<file path="src/rtl/ahb_apb_arbiter.sv">
// ahb_apb_arbiter: shares one AHB2APB bridge slave port between NUM_M AHB-lite
// masters. Round-robin grant with a per-tenure beat limit; address/control are
// muxed by the address-phase owner, write data by the data-phase owner, and the
// bridge response is broadcast to everyone.
// Optional build macro ARB_FIXED_PRIO_EN: lowest-index requester wins at every
// arbitration point instead of round-robin (beat-limit release still applies).
module ahb_apb_arbiter #(
  parameter int NUM_M     = 2,
  parameter int ADDR_W    = 32,
  parameter int DATA_W    = 32,
  parameter int MAX_BEATS = 8
) (
  input  logic                    hclk,
  input  logic                    hreset_n,
  input  logic [NUM_M-1:0]        hbusreq,
  output logic [NUM_M-1:0]        hgrant,
  output logic [1:0]              hmaster,
  input  logic [NUM_M*ADDR_W-1:0] m_haddr,
  input  logic [NUM_M*2-1:0]      m_htrans,
  input  logic [NUM_M-1:0]        m_hwrite,
  input  logic [NUM_M*DATA_W-1:0] m_hwdata,
  output logic [ADDR_W-1:0]       s_haddr,
  output logic [1:0]              s_htrans,
  output logic                    s_hwrite,
  output logic [DATA_W-1:0]       s_hwdata,
  input  logic                    s_hready,
  input  logic [DATA_W-1:0]       s_hrdata,
  input  logic                    s_hresp,
  output logic                    hready,
  output logic [DATA_W-1:0]       hrdata,
  output logic                    hresp
);

  localparam int CNT_W = (MAX_BEATS > 2) ? $clog2(MAX_BEATS) : 1;
  localparam logic [CNT_W-1:0] CNT_MAX = CNT_W'(MAX_BEATS - 1);

  logic [NUM_M-1:0] r_hgrant;
  logic [1:0]       r_hmaster;
  logic [1:0]       r_hmasterD;
  logic [CNT_W-1:0] r_cnt;
`ifndef ARB_FIXED_PRIO_EN
  logic [1:0]       r_ptr;
  logic [NUM_M-1:0] w_sel;
`endif

  logic [NUM_M-1:0] w_ownerOh;
  logic [1:0]       w_grantIdx;
  logic             w_ownerActive;
  logic             w_otherReq;
  logic             w_forced;
  logic             w_arb;
  logic [NUM_M-1:0] w_cand;
  logic [NUM_M-1:0] w_nextGrant;
  logic             w_found;

  assign hgrant  = r_hgrant;
  assign hmaster = r_hmaster;
  assign hready  = s_hready;
  assign hrdata  = s_hrdata;
  assign hresp   = s_hresp;

  // Bridge-side muxes plus one-hot/index conversions of owner and grant.
  always_comb begin
    s_haddr    = '0;
    s_htrans   = 2'b00;
    s_hwrite   = 1'b0;
    s_hwdata   = '0;
    w_ownerOh  = '0;
    w_grantIdx = 2'd0;
    for (int i = 0; i < NUM_M; i++) begin
      if (r_hmaster == 2'(i)) begin
        s_haddr      = m_haddr[i*ADDR_W +: ADDR_W];
        s_htrans     = m_htrans[i*2 +: 2];
        s_hwrite     = m_hwrite[i];
        w_ownerOh[i] = 1'b1;
      end
      if (r_hmasterD == 2'(i)) begin
        s_hwdata = m_hwdata[i*DATA_W +: DATA_W];
      end
      if (r_hgrant[i]) begin
        w_grantIdx = 2'(i);
      end
    end
  end

  // A forced release skips the owner so the limit cannot be undone by the
  // beat the losing owner still issues before ownership actually moves.
  assign w_ownerActive = s_htrans[1];
  assign w_otherReq    = |(hbusreq & ~w_ownerOh);
  assign w_forced      = w_ownerActive && (r_cnt == CNT_MAX) && w_otherReq;
  assign w_arb         = s_hready && (!w_ownerActive || w_forced);
  assign w_cand        = hbusreq & ~(w_forced ? w_ownerOh : '0);

  // Next-grant selection; with no candidate the grant stays where it is.
  always_comb begin
    w_nextGrant = r_hgrant;
    w_found     = 1'b0;
`ifdef ARB_FIXED_PRIO_EN
    for (int i = 0; i < NUM_M; i++) begin
      if (!w_found && w_cand[i]) begin
        w_nextGrant    = '0;
        w_nextGrant[i] = 1'b1;
        w_found        = 1'b1;
      end
    end
`else
    w_sel = '0;
    for (int k = 1; k <= NUM_M; k++) begin
      w_sel = NUM_M'(1) << ((int'(r_ptr) + k) % NUM_M);
      if (!w_found && (|(w_cand & w_sel))) begin
        w_nextGrant = w_sel;
        w_found     = 1'b1;
      end
    end
`endif
  end

  // Grant and address/data-phase ownership advance only on hready edges.
  always_ff @(posedge hclk or negedge hreset_n) begin
    if (!hreset_n) begin
      r_hgrant   <= NUM_M'(1);
      r_hmaster  <= 2'd0;
      r_hmasterD <= 2'd0;
    end else if (s_hready) begin
      if (w_arb) begin
        r_hgrant <= w_nextGrant;
      end
      r_hmaster  <= w_grantIdx;
      r_hmasterD <= r_hmaster;
    end
  end

  // Beat counter: restarts on owner change or IDLE, saturates at the limit.
  always_ff @(posedge hclk or negedge hreset_n) begin
    if (!hreset_n) begin
      r_cnt <= '0;
    end else if (s_hready) begin
      if (w_grantIdx != r_hmaster) begin
        r_cnt <= '0;
      end else if (s_htrans == 2'b00) begin
        r_cnt <= '0;
      end else if (w_ownerActive && (r_cnt != CNT_MAX)) begin
        r_cnt <= r_cnt + CNT_W'(1);
      end
    end
  end

`ifndef ARB_FIXED_PRIO_EN
  // Round-robin pointer follows the newest address-phase owner.
  always_ff @(posedge hclk or negedge hreset_n) begin
    if (!hreset_n) begin
      r_ptr <= 2'd0;
    end else if (s_hready && (w_grantIdx != r_hmaster)) begin
      r_ptr <= w_grantIdx;
    end
  end
`endif

endmodule

</file>
<file path="config.mk">
export PLATFORM = sky130hd
export DESIGN_NAME = ahb_apb_arbiter
export DESIGN_NICKNAME = d
export VERILOG_FILES = /design/src/rtl/ahb_apb_arbiter.sv
export SDC_FILE = /design/constraint.sdc
export NUM_CORES = 1
export LEC_CHECK = 0
export BUFFER_PORTS_ARGS = -buffer_cell sky130_fd_sc_hd__buf_2
export CAP_MARGIN = 15
export CORE_AREA = 2 2 107 109
export CTS_CLUSTER_DIAMETER = 80
export DETAILED_ROUTE_END_ITERATION = 12
export DIE_AREA = 0 0 109 111
export PLACE_DENSITY = 0.53
export SLEW_MARGIN = 30
export SYNTH_ARGS = -nofsm -noshare
export SYNTH_HDL_FRONTEND = slang
export SYNTH_SLANG_ARGS = --single-unit
</file>
<file path="constraint.sdc">
create_clock -name hclk -period 2.15 [get_ports hclk]
set_input_delay 0.3225 -clock hclk [delete_from_list [all_inputs] [get_ports hclk]]
set_output_delay 0.3225 -clock hclk [all_outputs]
set_load 0.02 [all_outputs]
</file>
==> metrics.txt <==
Initial Util=13.7%; CP bufs+invs=2; largest net degree at the start of global routing=47; CTS tree=built; Slew Limit Fails=0; die height=111 um; clock buffer depth=2; Total Power=2.53 mW; leading cell type by number of instances after synthesis=mux2_2; VDD IR max=0.349 mV; router iterations before antenna repair=4; Worst path max stage delay=390 ps; worst skew pair latency=240 ps; leakage power=1.34 nW; Synth Warn #=0; Worst Path Required=1830 ps; setup TNS=0 ps; ys flop type=dfrtp_1; status=completed; Routed WL=5590 um; PwrDens=995 mW/mm2; post-route antenna net violation count=0; initial antenna violation count=0; row count=39; unrepaired setup endpoints after global routing=no; Area Growth Syn to Fin=67.1%; Synth Register Bits=8; register-to-register setup slack=600 ps; Tcrit/Tclk final=84.8%; Buffers on Ports=209; FMAX=548 MHz; most frequent cells after synthesis=mux2_2 (68), buf_4 (38), dfrtp_1 (7), o21ai_0 (6), buf_2 (4); type of the worst setup path=register to primary output; Final Non-Filler Cells=467; crit-path max FO=32; Nets=499; Remaining DRCs=0; # placed instances=462; Post-Syn Area per Cell=10.0 um2; worst min path class=input pin to register; max-cap viol count=0; async set-or-reset flop fraction in the synthesized netlist=100%; antenna cells=0; CORE AREA=0.0111 mm2; Cell Area, Synth=0.00152 mm2; share of cells above drive strength 1=88.6%; post-synthesis cell count=152; final setup violating endpoints=0; grt ovf=0; H-Tree Depth=1; CP max stage cell=mux2_2; post-route cell area=0.00254 mm2; CTS Sinks=8; via count=1798; CP Data Arrival Time=1500 ps; DIE AREA=0.0121 mm2; critical path endpoint category=primary output; Routability Congestion=0.783; worst hold slack=466 ps; final hold vios=0; Final Skew=6.75 ps; CP startpoint kind=register; post-synth top area share=50.3%; total global-route track usage=8.16%; vias in the first global route=1708; synth top area cells=mux2_2 (50%), buf_4 (19%), dfrtp_1 (12%), o21ai_0 (2.0%), mux2_4 (2.0%); total CTS buffers=3; Tmin final=1820 ps; Avg WL per Cell=12.0 um; Placed Area=0.00245 mm2; post-synth top area cell=mux2_2; via count normalized by instance count=3.85; CTS Root Cell=clkbuf_16; first-pass GRT wire length=7800 um; Post-synth EDFFs=0; Worst-path clk slew=40 ps; Crit path max-delay family=buffers and inverters; io pins=277; Synth cell types=28; DP Wirelength=4900 um; DRT iter0 DRCs=49; Mapped Nets=326; cells along the critical path=buf_4 > mux2_2 > buf_2; sequential area share after synthesis=13.2%; die width=109 um
==> metrics by stage <==
step	utilization (%)	worst slack, ps
floorplan	-	443
detailed placement	22.2	546
global placement	22.2	590
CTS	23.0	293
global route	23.0	246
finish	23.0	327
==> path summary, 6_finish.rpt <==
path | from | to | cells past startpoint
hold reg to reg | r_hmasterD[0]$_DFFE_PN0P_ | r_hmasterD[0]$_DFFE_PN0P_ | 1
setup reg to reg | hmaster[0]$_DFFE_PN0P_ | hgrant[0]$_DFFE_PN1P_ | 5
setup / recovery | r_hmasterD[0]$_DFFE_PN0P_ | s_hwdata[11] | 3
min in group asynchronous | hreset_n | hmaster[0]$_DFFE_PN0P_ | 2
max in group asynchronous | hreset_n | hgrant[0]$_DFFE_PN1P_ | 2
hold / removal | s_hready | r_hmasterD[0]$_DFFE_PN0P_ | 2
==> where the power goes <==
group	switching [mW]	internal [mW]	leakage [nW]
Combinational	1.04	0.896	1.21
Sequential	0.0547	0.218	0.0993
Clock	0.0780	0.248	0.0382
Total	1.17	1.36	1.34
==> logic make-up after synthesis <==
family                   share of synthesized area (%)
multiplexers                                      52.9
buffers and inverters                             21.8
AO/OA/AOI/OAI                                     6.90
flip-flops                                        13.2
AND/OR/NAND/NOR                                   3.29
adder cells (fa/ha/maj)                           1.64
other                                            0.246
==> flip-flops by register name, summed over array words and instances (netlist names) <==
register    count
hmaster         1
r_ptr           1
r_cnt           3
r_hmasterD      1
hgrant          2
==> routing by layer <==
| layer | up-vias | global-route usage [%] | share of wire [%] |
|---|---|---|---|
| met5 | - | 0 | 0 |
| met2 | 156 | 16.3 | 51 |
| li1 | 855 | - | - |
| met3 | 10 | 2.29 | 14 |
| met1 | 777 | 7.75 | 34 |
| met4 | 0 | 2.39 | 1.6 |
==> cells in the final DEF, fill, tap and decap left out <==
master / instances
o211ai_1: 2
nor2b_4: 1
a31oi_1: 1
a22o_1: 2
inv_1: 3
conb_1: 1
dlygate4sd3_1: 1
dfrtp_1: 7
o21ai_2: 1
and3_1: 1
mux2_2: 68
nand2_1: 1
and4b_1: 1
mux2_4: 2
clkbuf_16: 3
buf_4: 1
nor2_1: 1
o21a_1: 1
o22ai_1: 1
buf_2: 209
o31a_1: 1
ha_1: 2
mux2i_1: 1
nor3_1: 1
o21ai_0: 6
buf_12: 1
dfstp_2: 1
clkbuf_1: 1
a21oi_1: 1
nor3b_1: 1
==> layout make-up <==
cell class | instances | area (um2)
Sequential cell | 8 | 201
Timing Repair Buffer | 212 | 1080
Fill cell | 1193 | 8530
Inverter | 3 | 11.3
Multi-Input combinational cell | 97 | 990
Clock buffer | 4 | 78.8
Tap cell | 143 | 179
==> what timing repair did <==
action / CTS / global route
hold buffers: 1 / 0
setup buffers: 0 / 0
gates resized for setup: 0 / 0
endpoints found under the hold margin: 7 / 0
setup endpoints to repair: 0 / 0
Note: power is estimated with default switching activity, not from simulation.
